[src/rtl/branch_cond_resolver_if.sv]
// ---------------------------------------------------------------------------
// branch_cond_resolver_if
//
// Purpose: bundles every signal exchanged between the pipeline and the
// branch condition resolver, except clock and reset.
//
// Signals (directions given from the resolver's point of view):
//   flag_issue  in   a flag-setting instruction entered the pipeline
//   flag_we     in   flag register written this cycle (oldest pending lands)
//   new_flag    in   value being written, {Z,V,N}
//   flag        in   registered flag value, {Z,V,N}
//   br_valid    in   branch request valid
//   br_ccc      in   branch condition code
//   br_target   in   branch target PC
//   br_pc_next  in   fall-through PC
//   br_ready    out  resolver can accept a branch
//   res_valid   out  one-cycle result strobe
//   res_taken   out  branch taken
//   res_pc      out  redirect PC
//   stall_issue out  pending counter full
//   err         out  sticky protocol error
//
// Modports: master = pipeline side (decode/write-back/fetch), slave = resolver.
// ---------------------------------------------------------------------------
interface branch_cond_resolver_if #(
   parameter int PC_W = 16
);
   logic            flag_issue;
   logic            flag_we;
   logic [2:0]      new_flag;
   logic [2:0]      flag;
   logic            br_valid;
   logic [2:0]      br_ccc;
   logic [PC_W-1:0] br_target;
   logic [PC_W-1:0] br_pc_next;
   logic            br_ready;
   logic            res_valid;
   logic            res_taken;
   logic [PC_W-1:0] res_pc;
   logic            stall_issue;
   logic            err;

   modport master (
      output flag_issue, flag_we, new_flag, flag,
      output br_valid, br_ccc, br_target, br_pc_next,
      input  br_ready, res_valid, res_taken, res_pc, stall_issue, err
   );

   modport slave (
      input  flag_issue, flag_we, new_flag, flag,
      input  br_valid, br_ccc, br_target, br_pc_next,
      output br_ready, res_valid, res_taken, res_pc, stall_issue, err
   );
endinterface

[src/rtl/branch_cond_resolver.sv]
// ---------------------------------------------------------------------------
// branch_cond_resolver
//
// Purpose: resolves conditional branches against the 3-bit {Z,V,N} flag
// register. Counts in-flight flag-setting instructions and holds a branch
// until every flag write older than it has landed, then produces a
// registered redirect (taken, next PC) for fetch as a one-cycle strobe.
//
// Ports:
//   clk    in  system clock, rising edge
//   rst_n  in  asynchronous active-low reset
//   bus    slave modport of branch_cond_resolver_if (flag tracking inputs,
//          branch request, redirect result, stall_issue, err)
//
// Parameters:
//   PC_W      width of PC / target buses
//   MAX_PEND  maximum number of in-flight flag-setting instructions
// ---------------------------------------------------------------------------
module branch_cond_resolver #(
   parameter int PC_W     = 16,
   parameter int MAX_PEND = 3
) (
   input  logic                   clk,
   input  logic                   rst_n,
   branch_cond_resolver_if.slave  bus
);

   localparam int PW = $clog2(MAX_PEND + 1);
   localparam logic [PW-1:0] PEND_FULL = PW'(MAX_PEND);
   localparam logic [PW-1:0] PEND_ONE  = PW'(1);
   localparam logic [PW-1:0] PEND_ZERO = '0;

   localparam logic [1:0] S_IDLE = 2'd0;
   localparam logic [1:0] S_WAIT = 2'd1;
   localparam logic [1:0] S_DONE = 2'd2;

   localparam logic [2:0] CC_UNCOND = 3'b111;

   logic [1:0]      r_state;
   logic [PW-1:0]   r_pend;
   logic [PW-1:0]   r_wait_cnt;
   logic [2:0]      r_ccc;
   logic [PC_W-1:0] r_target;
   logic [PC_W-1:0] r_pc_next;
   logic            r_res_taken;
   logic [PC_W-1:0] r_res_pc;
   logic            r_err;

   logic [2:0]      w_eff;
   logic [1:0]      w_state_nxt;
   logic [PW-1:0]   w_wait_nxt;
   logic            w_accept;
   logic            w_eval;
   logic            w_flags_ready;
   logic [2:0]      w_sel_ccc;
   logic [PC_W-1:0] w_sel_target;
   logic [PC_W-1:0] w_sel_pc_next;
   logic            w_taken;
   logic [PC_W-1:0] w_res_pc;

   // Condition table on {Z,V,N}. GE reduces to Z | ~N and LE to N | Z.
   function automatic logic condMet(input logic [2:0] ccc, input logic [2:0] f);
      logic z;
      logic v;
      logic n;
      logic met;
      z = f[2];
      v = f[1];
      n = f[0];
      case (ccc)
         3'b000:  met = ~z;
         3'b001:  met = z;
         3'b010:  met = ~z & ~n;
         3'b011:  met = n;
         3'b100:  met = z | (~z & ~n);
         3'b101:  met = n | z;
         3'b110:  met = v;
         default: met = 1'b1;
      endcase
      return met;
   endfunction

   // A write landing this cycle is bypassed so the branch sees the newest flags
   // one cycle earlier than the flag register would provide them.
   assign w_eff = bus.flag_we ? bus.new_flag : bus.flag;

   // In IDLE the branch fields come straight off the request bus; once waiting
   // they come from the latched copy.
   assign w_sel_ccc     = (r_state == S_IDLE) ? bus.br_ccc     : r_ccc;
   assign w_sel_target  = (r_state == S_IDLE) ? bus.br_target  : r_target;
   assign w_sel_pc_next = (r_state == S_IDLE) ? bus.br_pc_next : r_pc_next;

   assign w_taken  = condMet(w_sel_ccc, w_eff);
   assign w_res_pc = w_taken ? w_sel_target : w_sel_pc_next;

   // Only the writes counted in pend at acceptance are older than the branch;
   // a flag_issue in the accept cycle is younger and never waited on. If the
   // only outstanding write lands in the accept cycle, the bypass covers it.
   assign w_flags_ready = (bus.br_ccc == CC_UNCOND) ||
                          (r_pend == PEND_ZERO) ||
                          ((r_pend == PEND_ONE) && bus.flag_we);

   // Next-state logic for the resolve FSM and the older-writes countdown.
   always_comb begin
      w_state_nxt = r_state;
      w_wait_nxt  = r_wait_cnt;
      w_accept    = 1'b0;
      w_eval      = 1'b0;
      case (r_state)
         S_IDLE: begin
            if (bus.br_valid) begin
               w_accept = 1'b1;
               if (w_flags_ready) begin
                  w_eval      = 1'b1;
                  w_wait_nxt  = r_pend;
                  w_state_nxt = S_DONE;
               end else begin
                  w_wait_nxt  = r_pend - PW'(bus.flag_we);
                  w_state_nxt = S_WAIT;
               end
            end
         end
         S_WAIT: begin
            if (bus.flag_we) begin
               w_wait_nxt = r_wait_cnt - PEND_ONE;
               if (r_wait_cnt == PEND_ONE) begin
                  w_eval      = 1'b1;
                  w_state_nxt = S_DONE;
               end
            end
         end
         S_DONE: begin
            w_state_nxt = S_IDLE;
         end
         default: begin
            w_state_nxt = S_IDLE;
         end
      endcase
   end

   // FSM state, countdown and latched branch fields.
   always_ff @(posedge clk or negedge rst_n) begin
      if (!rst_n) begin
         r_state    <= S_IDLE;
         r_wait_cnt <= '0;
         r_ccc      <= '0;
         r_target   <= '0;
         r_pc_next  <= '0;
      end else begin
         r_state    <= w_state_nxt;
         r_wait_cnt <= w_wait_nxt;
         if (w_accept) begin
            r_ccc     <= bus.br_ccc;
            r_target  <= bus.br_target;
            r_pc_next <= bus.br_pc_next;
         end
      end
   end

   // Redirect result registers; they hold the last evaluation between strobes.
   always_ff @(posedge clk or negedge rst_n) begin
      if (!rst_n) begin
         r_res_taken <= 1'b0;
         r_res_pc    <= '0;
      end else if (w_eval) begin
         r_res_taken <= w_taken;
         r_res_pc    <= w_res_pc;
      end
   end

   // Pending flag-write counter with sticky error on overflow/underflow
   // attempts. Issue and write in the same cycle cancel out, even when full
   // or empty, so neither case is an error.
   always_ff @(posedge clk or negedge rst_n) begin
      if (!rst_n) begin
         r_pend <= '0;
         r_err  <= 1'b0;
      end else begin
         if (bus.flag_issue && !bus.flag_we) begin
            if (r_pend == PEND_FULL) begin
               r_err <= 1'b1;
            end else begin
               r_pend <= r_pend + PEND_ONE;
            end
         end else if (bus.flag_we && !bus.flag_issue) begin
            if (r_pend == PEND_ZERO) begin
               r_err <= 1'b1;
            end else begin
               r_pend <= r_pend - PEND_ONE;
            end
         end
      end
   end

   assign bus.br_ready    = (r_state == S_IDLE);
   assign bus.res_valid   = (r_state == S_DONE);
   assign bus.res_taken   = r_res_taken;
   assign bus.res_pc      = r_res_pc;
   assign bus.stall_issue = (r_pend == PEND_FULL);
   assign bus.err         = r_err;

endmodule

[src/flat_wrapper.sv]
// flat-port wrapper written by rule: the top's interface ports become plain ports
module branch_cond_resolver_flat 
#(
   parameter int PC_W     = 16,
   parameter int MAX_PEND = 3
)
  (clk, rst_n, bus_flag_issue, bus_flag_we, bus_new_flag, bus_flag, bus_br_valid, bus_br_ccc, bus_br_target, bus_br_pc_next, bus_br_ready, bus_res_valid, bus_res_taken, bus_res_pc, bus_stall_issue, bus_err);
  branch_cond_resolver_if #(.PC_W(PC_W)) bus_i ();
  input  logic clk;
  input  logic rst_n;
  input wire logic [$bits(bus_i.flag_issue)-1:0] bus_flag_issue;
  input wire logic [$bits(bus_i.flag_we)-1:0] bus_flag_we;
  input wire logic [$bits(bus_i.new_flag)-1:0] bus_new_flag;
  input wire logic [$bits(bus_i.flag)-1:0] bus_flag;
  input wire logic [$bits(bus_i.br_valid)-1:0] bus_br_valid;
  input wire logic [$bits(bus_i.br_ccc)-1:0] bus_br_ccc;
  input wire logic [$bits(bus_i.br_target)-1:0] bus_br_target;
  input wire logic [$bits(bus_i.br_pc_next)-1:0] bus_br_pc_next;
  output wire logic [$bits(bus_i.br_ready)-1:0] bus_br_ready;
  output wire logic [$bits(bus_i.res_valid)-1:0] bus_res_valid;
  output wire logic [$bits(bus_i.res_taken)-1:0] bus_res_taken;
  output wire logic [$bits(bus_i.res_pc)-1:0] bus_res_pc;
  output wire logic [$bits(bus_i.stall_issue)-1:0] bus_stall_issue;
  output wire logic [$bits(bus_i.err)-1:0] bus_err;
  assign bus_i.flag_issue = bus_flag_issue;
  assign bus_i.flag_we = bus_flag_we;
  assign bus_i.new_flag = bus_new_flag;
  assign bus_i.flag = bus_flag;
  assign bus_i.br_valid = bus_br_valid;
  assign bus_i.br_ccc = bus_br_ccc;
  assign bus_i.br_target = bus_br_target;
  assign bus_i.br_pc_next = bus_br_pc_next;
  assign bus_br_ready = bus_i.br_ready;
  assign bus_res_valid = bus_i.res_valid;
  assign bus_res_taken = bus_i.res_taken;
  assign bus_res_pc = bus_i.res_pc;
  assign bus_stall_issue = bus_i.stall_issue;
  assign bus_err = bus_i.err;
  branch_cond_resolver #(.PC_W(PC_W), .MAX_PEND(MAX_PEND)) u_core (.clk(clk), .rst_n(rst_n), .bus(bus_i));
endmodule
[config.mk]
export PLATFORM = sky130hd
export DESIGN_NAME = branch_cond_resolver_flat
export DESIGN_NICKNAME = d
export VERILOG_FILES = /design/src/rtl/branch_cond_resolver_if.sv /design/src/rtl/branch_cond_resolver.sv /design/src/flat_wrapper.sv
export SDC_FILE = /design/constraint.sdc
export NUM_CORES = 1
export LEC_CHECK = 0
export BUFFER_PORTS_ARGS = -buffer_cell sky130_fd_sc_hd__buf_4
export CAP_MARGIN = 20
export CORE_UTILIZATION = 55
export DETAILED_ROUTE_END_ITERATION = 6
export PLACE_DENSITY_LB_ADDON = 0.12
export SYNTH_ARGS = -nofsm -noshare
export SYNTH_HDL_FRONTEND = slang
export SYNTH_SLANG_ARGS = --single-unit
[constraint.sdc]
create_clock -name clk -period 2.6 [get_ports clk]
set_input_delay 0.26 -clock clk [delete_from_list [all_inputs] [get_ports clk]]
set_output_delay 0.26 -clock clk [all_outputs]
set_load 0.05 [all_outputs]
Yosys cells after proc, flatten, opt, wreduce, memory -nomap -nowiden
Index checks and enable logic that the tools add are counted.
Widths: inputs -> output; s select.

storage, ports and cells
  logic and storage cells = 83
  memories = 0
  input bits = 46
  register bits after elaboration = 59
  memory bits (writable) = 0
  bits in latches = 0
  ROM bits = 0
  output and inout port bits = 21

cells by class
  add/sub/neg operators = 4
  shift operators = 0
  order comparisons = 0
  muxes and demuxes = 30
  multiply operators = 0
  div/mod/pow operators = 0
  bitwise logic cells = 5
  equality and inequality tests = 18
  reduce and logical (&&, ||, !) cells = 17

operator list
  kind                 count
  $mux 16              3
  $mux 2               11
  $eq 3x3->1 const B   4
  $reduce_and 3->1     4
  $mux 1               10
  $ne 2x2->1 const B   5
  $pmux 2 s2           2
  $pmux 1 s7           1
  $eq 2x1->1 const B   3
  $eq 3x2->1 const B   2
  $mux 3               2
  $reduce_bool 2->1    3
  $eq 2x2->1 const B   2
  $logic_not 2->1      2
  $sub 2x1->2 const B  2
  $eq 3x1->1 const B   1
  $logic_and 1x1->1    3
  $logic_not 3->1      1
  $add 2x1->2 const B  1
  $logic_not 1->1      2
  $logic_or 1x1->1     2
  $ne 2x1->1 const B   1
  $not 1->1            2
  $or 1x1->1           2
  3 further kinds      3

Depth between registers and ports, before layout
  word-level depth = 6
  gate-level depth with buffers = 11
  gate-level depth less buffers = 7

Least setup slack after synthesis
No wires, ideal clock.

  path kind = register to register
  from = register u_core.r_state[1]
  to = register u_core.r_res_pc[2] (netlist: u_core.bus.res_pc[2])
  setup time = 0.126 ns
  clock period less this slack = 2.121 ns
  slack = 0.479 ns
  data arrival time = 1.995 ns
  path buffers = 4
  cell stages (with the launch flop) = 10
  required time = 2.474 ns
  cells stage by stage = dfrtp_1 -> buf_6 -> or2_1 -> buf_6 -> clkinv_4 -> buf_6 -> clkbuf_1 -> mux2i_1 -> nor3_2 -> a221o_1

between the ends
  word-level cells in the longest chain between the ends = 5
  elaborated cells on any way between the ends = 15
  classes of those cells = eq/ne: 7; mux: 6; reduce/logical: 2

RTL lines
  what                                line                         source
  from (decl)                         branch_cond_resolver.sv:39   logic [1:0] r_state;
  from (signal assigned)              branch_cond_resolver.sv:150  r_state <= w_state_nxt;
  $logic_not 2->1                     --
  $mux 3                              branch_cond_resolver.sv:89   assign w_sel_ccc = (r_state == S_IDLE) ? bus.br_ccc : r_ccc;
  $eq 3x3->1 (tied with other cells)  branch_cond_resolver.sv:70   case (ccc)
  $pmux 1 s7                          branch_cond_resolver.sv:70
  $mux 16                             branch_cond_resolver.sv:94   assign w_res_pc = w_taken ? w_sel_target : w_sel_pc_next;
  to (signal assigned)                branch_cond_resolver.sv:167  r_res_pc <= w_res_pc;
  to (decl)                           branch_cond_resolver.sv:46   logic [PC_W-1:0] r_res_pc;

Several ways; a longest one is shown, not always the timed one.
A chain may end at the register's enable or synchronous reset.

Worst setup path after layout
  from = register u_core.r_state[1]
  to = register u_core.r_res_pc[7] (netlist: u_core.bus.res_pc[7])

The elaborated chain is that of the path after synthesis.

==> flow_metrics.py <==
metrics = {
    "critical_path": {
        "worstPathRequired_ps": 2800,
        "endpoint_kind": "flip-flop",
        "crit_path_max_fanout": 33,
        "path_cells": "or2_1 -> clkinv_4 -> a21oi_1 -> o221ai_2 -> o2111ai_4 -> buf_12 -> nor3_2 -> a221o_1",
        "slowest_stage": "dfrtp_1",
        "rr_startpoint": "u_core.r_state[1]",
        "timing.reg2reg.setup_slack_ps": 300,
        "critical_path_class": "flip-flop to flip-flop",
        "ff2ff_path_depth": 8,
        "arrival_ps": 2500,
        "crit_path_max_incr_delay_ps": 460,
        "startpoint_type": "flip-flop",
        "crit-reg2reg-capture": "u_core.bus.res_pc[7]",
    },
    "yosys": {
        "syn_area_um2": 3240,
        "yosysSeqAreaShare_pct": 45.6,
        "ys_types": 41,
        "syn_inst": 292,
        "ys.flop_type": "dfrtp_1",
        "synth_area_per_cell_um2": 11.1,
        "synth-seq-cells": 59,
        "synth-async-reset-ratio_pct": 100,
        "syn_nets": 344,
        "synth_edf_count": 0,
        "yosysTopAreaCell": "dfrtp_1",
        "yosys_warnings": 0,
        "synth_top_area_share_pct": 45.6,
        "synth.area.top_cells": "dfrtp_1 (46%), mux2_2 (13%), mux2i_1 (5.9%)",
    },
    "sta": {
        "finalSetupTns_ps": 0,
        "slew_headroom_pct": 50.0,
        "final-max-slew-violation-count": 0,
        "timing.final.crit_period_ps": 2300,
        "fin_crit_sh_pct": 88.6,
        "finClkSkew_ps": 9.01,
        "finalSetupViolCount": 0,
        "worst_slew_pin_slew_ps": 750,
        "final_hold_viol_count": 0,
        "fmax_mhz": 434,
        "rsz0062_at_grt": "false",
    },
    "die": {
        "rows": 27,
        "initial_core_util_pct": 58.1,
        "core_um2": 5570,
        "die_y_um": 78.7,
        "die_area_um2": 6200,
        "ios": 67,
        "die_x_um": 78.7,
    },
    "global_routing": {
        "grt_pass1_wl_um": 11600,
        "antenna_found_initial": 0,
        "grt_pass1_vias": 2521,
        "track_usage_pct": 24.3,
        "grt_max_degree": 60,
        "overflow": 0,
    },
    "layout": {
        "final_cell_mix": "buf_4 (70), dfrtp_1 (59), mux2_2 (38)",
        "regArea_um2": 1480,
        "nets": 405,
        "n_fill_cell": 415,
        "final_cells": 429,
        "antenna_cells": 0,
        "area_growth_pct": 24.2,
        "final_layout_size_suffix_gt1_share_pct": 40.1,
        "multi_input_area_um2": 1590,
        "layout_commonest_cell": "buf_4",
    },
    "cts": {
        "cts_tree": "built",
        "post-cts-setup-buffers": 0,
        "clock_path_buffers": 2,
        "cts.repair.resized": 0,
        "root_buffer": "clkbuf_8",
        "insertion_delay_ps": 320,
        "clock-sinks": 59,
        "cts_buffers": 9,
        "clk_pin_slew_ps": 60,
        "htree_levels": 3,
        "ctsHoldBuffers": 0,
    },
    "hold_path": {
        "hold_path_class": "input pin to async pin",
    },
    "placement": {
        "dpl.hpwl_um": 4570,
        "place_congestion": 0.893,
        "dp_cells": 414,
        "io_buffers": 66,
    },
    "power_and_ir_drop": {
        "peakVddDrop_v": 0.000718,
        "power_density_nw_per_um2": 1440,
        "p_leak_nw": 1.82,
    },
    "route": {
        "drt_iter0_drc": 122,
        "wl_per_cell_um": 16.2,
        "totalWireLength_um": 6970,
        "antenna_left": 0,
        "drc_errors": 0,
        "route.vias.total": 2492,
        "routed_via_density": 5.81,
        "first_pass_iters": 4,
    },
    "flow_run": {
        "maxCapViolations": 0,
    },
    "outcome": {
        "status": "complete, no violations",
    },
}
-- sequential cells by signal (all words and copies together) (netlist names) --
register / count
u_core.bus.res_pc: 16
u_core.r_pc_next: 16
u_core.r_target: 16
u_core.r_ccc: 3
u_core.r_pend: 2
u_core.r_state: 2
u_core.r_wait_cnt: 2
u_core.bus.err: 1
u_core.bus.res_taken: 1
-- how the worst max path moves through the flow --
stage / start / end / slack [ps] / cells after the start
global route: u_core.r_state[1] / u_core.bus.res_pc[7] / 170 / 8
detailed placement: u_core.r_state[1] / u_core.bus.res_pc[12] / 310 / 8
global placement: u_core.r_state[1] / u_core.bus.res_pc[0] / 410 / 8
finish: u_core.r_state[1] / u_core.bus.res_pc[7] / 300 / 8
floorplan: u_core.r_state[1] / u_core.bus.res_pc[2] / 480 / 9
CTS: u_core.r_state[1] / u_core.bus.res_pc[12] / 310 / 8
-- final cells by class --
cell class	count	area share, %
Sequential cell	59	36.7
Multi-Input combinational cell	202	39.4
Tap cell	72	2.24
Inverter	8	0.871
Timing Repair Buffer	73	14.6
Clock buffer	11	3.76
Clock inverter	4	2.43
-- synthesized netlist by cell type, types with 2 or more instances --
master / count
mux2_2: 38
a221o_1: 17
ha_1: 6
nand2b_1: 2
inv_1: 7
nor3_2: 10
nor3b_1: 4
mux2i_1: 19
nor2b_1: 2
clkbuf_1: 6
o21ai_0: 3
a21oi_1: 21
xor2_1: 2
dfrtp_1: 59
buf_6: 4
nor2_1: 11
o221ai_2: 2
nor3_1: 10
nand2_1: 36
buf_2: 10
and2_1: 2
xnor2_1: 2
-- through the flow --
| step | utilization (%) | worst slack [ps] | area, um^2 | power, W | hold slack [ps] |
|---|---|---|---|---|---|
| floorplan | - | 479 | 3240 | 0.00408 | -35.6 |
| global placement | 67.7 | 410 | 3770 | 0.00467 | 385 |
| detailed placement | 67.7 | 313 | 3770 | 0.00477 | 378 |
| CTS | 72.2 | 315 | 4020 | 0.00584 | 27.1 |
| global route | 72.2 | 175 | 4020 | 0.00617 | 55.2 |
| finish | 72.2 | 296 | 4020 | 0.00581 | 6.39 |
-- critical path: cells and delay by family (launching register included) --
family                 cells  cell delay [ps]
AOI/OAI and AO/OA          4              850
and+or+nand+nor            2              470
DFF                        1              460
buffers and inverters      2              390
-- where the power goes --
part	total, W	switching (W)	internal [W]
clock	0.00104	0.000356	0.000684
combinational	0.00310	0.00180	0.00130
sequential	0.00167	0.000296	0.00138
total	0.00581	0.00245	0.00336
-- kinds of logic (layout without fill, tap and decap cells) --
kind of cell | Yosys count | count (layout) | synth area share, %
AND/OR/NAND/NOR | 79 | 79 | 12.6
flip-flops | 59 | 59 | 45.6
multiplexers | 57 | 57 | 19.1
AO/OA/AOI/OAI | 56 | 56 | 13.8
buffers and inverters | 31 | 96 | 5.53
adder cells (fa/ha/maj) | 6 | 6 | 2.32
XOR/XNOR | 4 | 4 | 1.08
-- layer usage --
layer	track usage, %	vias to the layer above	wire length (um)	share of wire, %
li1	-	1169	-	-
met1	29.8	1243	3060	44
met2	40.3	70	3520	51
met3	6.21	10	310	4.4
met4	10.9	0	79	1.1
met5	0	-	0	0
(Power assumes the default switching activity.)
